## src/rtl/clk_div_pkg.sv

```systemverilog
// Shared types and defaults for the clock-divider controller.
// Odd-ratio support is enabled by defining CLK_DIV_CTRL_ODD_EN.
package clk_div_pkg;

  localparam int unsigned DIV_W_DEF       = 8;
  localparam int unsigned DEFAULT_DIV_DEF = 4;

  typedef enum logic [1:0] {
    ST_IDLE  = 2'd0,
    ST_RUN   = 2'd1,
    ST_DRAIN = 2'd2
  } state_e;

endpackage

```

## src/rtl/clk_div_core.sv

```systemverilog
// Phase counter and toggle flop producing the divided clock.
// High phase lasts floor(ratio/2) cycles, low phase the remainder.
module clk_div_core
  import clk_div_pkg::*;
#(
  parameter int unsigned DIV_W = DIV_W_DEF
) (
  input  logic             clk,
  input  logic             rst_n,
  input  logic             run,
  input  logic [DIV_W-1:0] ratio,
  input  logic             load,
  output logic             clk_out,
  output logic             fall
);

  logic [DIV_W-1:0] count;
  logic [DIV_W-1:0] hi_len;
  logic [DIV_W-1:0] lo_len;
  logic [DIV_W-1:0] len;
  logic             last;

  assign hi_len = ratio >> 1;
  assign lo_len = ratio - hi_len;
  assign len    = clk_out ? hi_len : lo_len;
  assign last   = (count == (len - DIV_W'(1)));
  // Combinational: asserted during the cycle whose closing edge drops clk_out.
  assign fall   = run && clk_out && last;

  always_ff @(posedge clk or negedge rst_n) begin
    if (!rst_n) begin
      count   <= '0;
      clk_out <= 1'b0;
    end else if (!run) begin
      count   <= '0;
      clk_out <= 1'b0;
    end else if (last) begin
      count   <= '0;
      clk_out <= ~clk_out;
    end else if (load) begin
      count   <= '0;
    end else begin
      count   <= count + DIV_W'(1);
    end
  end

endmodule

```

## src/rtl/clk_div_ctrl.sv

```systemverilog
// Clock-divider controller: run/drain FSM plus ratio handshake around clk_div_core.
// Define CLK_DIV_CTRL_ODD_EN to accept odd ratios >= 3; otherwise odd ratios are rejected.
module clk_div_ctrl
  import clk_div_pkg::*;
#(
  parameter int unsigned DIV_W       = DIV_W_DEF,
  parameter int unsigned DEFAULT_DIV = DEFAULT_DIV_DEF
) (
  input  logic             clk,
  input  logic             rst_n,
  input  logic             enable,
  input  logic             cfg_valid,
  input  logic [DIV_W-1:0] cfg_div,
  output logic             cfg_ready,
  output logic             cfg_err,
  output logic [DIV_W-1:0] div_active,
  output logic             busy,
  output logic             clk_out
);

  state_e           state;
  state_e           next_state;
  logic             run;
  logic             fall;
  logic             load;
  logic             accept;
  logic             ratio_ok;
  logic             idle_load;
  logic [DIV_W-1:0] pend_div;

`ifdef CLK_DIV_CTRL_ODD_EN
  assign ratio_ok = (cfg_div >= DIV_W'(2));
`else
  assign ratio_ok = (cfg_div >= DIV_W'(2)) && !cfg_div[0];
`endif

  // Keep counting while a high pulse is in flight so it is never truncated.
  assign run       = (state == ST_DRAIN) || ((state == ST_RUN) && (enable || clk_out));
  assign accept    = cfg_valid && cfg_ready;
  assign idle_load = (state == ST_IDLE) || (next_state == ST_IDLE);
  assign load      = !cfg_ready && (fall || idle_load);
  assign busy      = (state != ST_IDLE);

  always_ff @(posedge clk or negedge rst_n) begin
    if (!rst_n) state <= ST_IDLE;
    else        state <= next_state;
  end

  always_comb begin
    next_state = state;
    case (state)
      ST_IDLE: begin
        if (enable) next_state = ST_RUN;
      end
      ST_RUN: begin
        if (!enable) begin
          if (!clk_out || fall) next_state = ST_IDLE;
          else                  next_state = ST_DRAIN;
        end
      end
      ST_DRAIN: begin
        if (fall) next_state = ST_IDLE;
      end
      default: next_state = ST_IDLE;
    endcase
  end

  // Ratio handshake: direct load when idle, otherwise hold until the next falling edge.
  always_ff @(posedge clk or negedge rst_n) begin
    if (!rst_n) begin
      cfg_ready  <= 1'b1;
      cfg_err    <= 1'b0;
      div_active <= DIV_W'(DEFAULT_DIV);
      pend_div   <= '0;
    end else begin
      cfg_err <= accept && !ratio_ok;
      if (accept && ratio_ok) begin
        if (idle_load) begin
          div_active <= cfg_div;
        end else begin
          pend_div  <= cfg_div;
          cfg_ready <= 1'b0;
        end
      end else if (load) begin
        div_active <= pend_div;
        cfg_ready  <= 1'b1;
      end
    end
  end

  clk_div_core #(
    .DIV_W (DIV_W)
  ) u_core (
    .clk     (clk),
    .rst_n   (rst_n),
    .run     (run),
    .ratio   (div_active),
    .load    (load),
    .clk_out (clk_out),
    .fall    (fall)
  );

endmodule

```

## config.mk

```make
export PLATFORM = sky130hd
export DESIGN_NAME = clk_div_ctrl
export DESIGN_NICKNAME = d
export VERILOG_FILES = /design/src/rtl/clk_div_pkg.sv /design/src/rtl/clk_div_core.sv /design/src/rtl/clk_div_ctrl.sv
export SDC_FILE = /design/constraint.sdc
export NUM_CORES = 1
export LEC_CHECK = 0
export CAP_MARGIN = 10
export CELL_PAD_IN_SITES_DETAIL_PLACEMENT = 0
export CELL_PAD_IN_SITES_GLOBAL_PLACEMENT = 2
export CORE_UTILIZATION = 35
export CTS_BUF_LIST = sky130_fd_sc_hd__clkbuf_8
export DETAILED_ROUTE_END_ITERATION = 8
export PLACE_DENSITY_LB_ADDON = 0.1
export SETUP_SLACK_MARGIN = 0.02
export SYNTH_ARGS = -nofsm -noshare
export SYNTH_HDL_FRONTEND = slang
export SYNTH_SLANG_ARGS = --single-unit
```

## constraint.sdc

```tcl
create_clock -name clk -period 5.28 [get_ports clk]
set_clock_uncertainty 0.1 [all_clocks]
set_input_delay 1.32 -clock clk [delete_from_list [all_inputs] [get_ports clk]]
set_output_delay 1.32 -clock clk [all_outputs]
set_load 0.005 [all_outputs]
```

==> reports/results.ini <==
[run_status]
status = finished with violations
violations = design-rule violations

[grt]
grtUsageMet2_pct = 29.1
first_global_vias = 1970
grt.busiest_layer = met2
grt_first_pass_wirelength_mm = 9.98
grtUsageMet3_pct = 2.57
grt_overflow = 0
grt_usage_pct = 17.8
met1_usage_pct = 24.4
antenna_found_initial = 0
grt_max_degree = 30

[setup_path]
crit_type = reg -> reg
crit_required_ns = 5.34
critPathTopFamily = compound AO/OA/AOI/OAI gates
reg2reg_slack_ns = 1.28
reg2reg_to = pend_div[3]
rr_startpoint = div_active[1]
cp.depth = 12
timing.critical_path.to = pend_div[3]
worstPathCellList = ha_1 > inv_1 > fa_1 > a211oi_1 > o21bai_2 > a22oi_1 > a311o_1 > a2111oi_0 > a311oi_2 > nand3_4 > a21boi_4 > mux2_2
reg2regPathDepth = 12
cp.buffers_inverters = 1
critical_path_arrival_ns = 4.06
cp_max_fo = 9
crit_path_end_kind = flop
start_kind = flop
slowest_stage = dfrtp_1
max_stage_delay_ns = 0.48
critPathLaunch = div_active[1]

[drt]
totalWireLength_mm = 5.82
drt_iter0_drc = 74
viasPerCell = 5.66
antenna_left = 0
drc = 4
dr.pass1.iters = 6
dr_total_vias = 1997
wire_per_inst_um = 16.5

[sta]
fin_setup_tns_ns = 0
worst_pin_slew_ns = 0.829
period_share_pct = 75.7
maxSlewViolCount = 0
setup-violations-final = 0
whs_ns = 0.389
finalWorstSetupSlack_ns = 1.28
final_hold_viol_count = 0
slew_headroom_pct = 44.7
clock.fmax_mhz = 250
period_needed_ns = 4.00
rsz0062_at_grt = false

[logic_synthesis]
yosys-top-cells-area = dfrtp_1 (29%), ha_1 (4.8%), mux2_2 (3.3%), nor2_1 (3.3%), xnor2_1 (3.3%)
post_synth.cell_area_avg_um2 = 9.32
synth_common_cells = dfrtp_1 (27), nor2_1 (21), inv_1 (16)
synthFlopType = dfrtp_1
synth.most_common_cell = dfrtp_1
ys_async_sr_fraction_pct = 100
yosysWarnings = 0
synth_top_cell_by_area = dfrtp_1
synth_top_area_share_pct = 28.7
ys_types = 67
syn_nets = 275
ys_seq_area_share_pct = 30.9
synth_enable_flop_cells = 0
synth_area_um2 = 2360
synthCells = 253
synth-seq-cells = 29

[floorplan]
die_h_um = 84.1
start_util_pct = 36.7
ios = 24
die_x_um = 84.1
row_count = 29
dieArea_um2 = 7070
core-area_um2 = 6420

[power_and_ir_drop]
p_sw_w = 0.000940
power_density_nw_per_um2 = 706
leakage_nw = 1.07
power_frac_seq_pct = 18.3
clkPwrFrac_pct = 10.2
p_comb_share_pct = 71.5
switching_share_pct = 48.6
ir_drop_v = 0.000215
p_int_w = 0.000995

[clock_network]
cts_buffers = 5
clk_pin_slew_ns = 0.06
postCtsResizedCells = 0
insertion_delay_ns = 0.27
post-cts-setup-buffers = 0
cts-htree-levels = 2
cts_tree = yes
clockBufferDepth = 2
ctsHoldBuffers = 0
clockRootBuffer = clkbuf_8
cts_sinks = 29

[placed_design]
place.gp.congestion = 0.721
dp_slack_ns = 1.31
dpl.hpwl_mm = 4.64
dp.cells = 345
portBuffers = 23
dpl_cell_area_um2 = 2640

[finish]
layout.cells.non_filler = 353
syn_to_final_growth_pct = 16.3
final_nets = 297
design_area_um2 = 2740
n_antenna_cell = 0
layout-drive-gt1-share_pct = 14.9

[worst_hold_path]
min_path_type = reg -> reg

[job]
cap_violations = 0

## cell families (layout without fill, tap and decap cells)
logic type / after synthesis / in the layout / share of synthesized area [%]
simple gates: 88 / 88 / 19.8
compound gates: 72 / 72 / 26.9
flops: 29 / 29 / 30.9
buf+inv: 28 / 51 / 5.52
xor+xnor: 17 / 17 / 6.90
fa+ha+maj: 10 / 10 / 5.63
mux: 9 / 9 / 4.35
## layer usage
layer	up-vias	share of wire (%)	routed length, µm
met1	949	49	2860
met2	36	47	2720
met5	-	0	0
met4	0	1.3	73
met3	7	3.0	174
li1	1005	-	-
## power groups by stage
stage	sequential, W	combinational (W)	clock [W]
after floorplan	0.000339	0.00106	0
after global placement	0.000357	0.00140	0
after detailed placement	0.000356	0.00138	0
after CTS	0.000352	0.00139	0.000205
after global routing	0.000363	0.00155	0.000215
final	0.000354	0.00138	0.000197
## placed cells by master, fill, tap and decap left out, drive strengths merged, types with 3 or more instances in the layout
master         Yosys  routed
nand2b             3       3
dfrtp             27      27
a311o              4       4
and3               4       4
nor2              21      21
and2               3       3
or2                3       3
o311ai            11      11
a311oi             3       3
nand2             12      12
o31ai              3       3
clkbuf             4       7
clkdlybuf4s50      0      23
buf                7       3
a211oi             5       5
xor2               7       7
ha                 9       9
o21ai              7       7
o21a               5       5
xnor2              9       9
mux2               7       7
nor3              10      10
nand3              9       9
a21oi              8       8
o211ai            10      10
inv               16      16
nand4              8       8
nor2b              7       7
## final cells by class
type                    instances  area (µm²)
well taps                      77        96.3
clock buffers                   7        96.3
fillers                       662        3680
inverters                      17        63.8
clock inverters                 1        5.00
multi-input cells             196        1500
flip-flops and latches         29         728
repair buffers                 26         253
## registers in the layout, summed over array words and instances (netlist names)
| name | flops |
|---|---|
| state | 2 |
| cfg_err | 1 |
| cfg_ready | 1 |
| u_core.clk_out | 1 |
| u_core.count | 8 |
| pend_div | 8 |
| div_active | 8 |
## through the flow
step                total power [W]  utilization (%)
floorplan                   0.00140                -
global placement            0.00175             41.1
detailed placement          0.00174             41.1
CTS                         0.00195             42.7
global route                0.00212             42.7
finish                      0.00193             42.7
## worst min path at each step
stage / startpoint / endpoint / slack, ns / cells past startpoint
floorplan: state[1] / state[0] / 0.35 / 1
global placement: state[1] / state[0] / 0.38 / 1
detailed placement: state[1] / state[0] / 0.38 / 1
CTS: state[1] / state[0] / 0.39 / 1
global route: pend_div[5] / pend_div[5] / 0.42 / 1
finish: state[1] / state[0] / 0.39 / 1
Note: power is estimated with default switching activity, not from simulation.
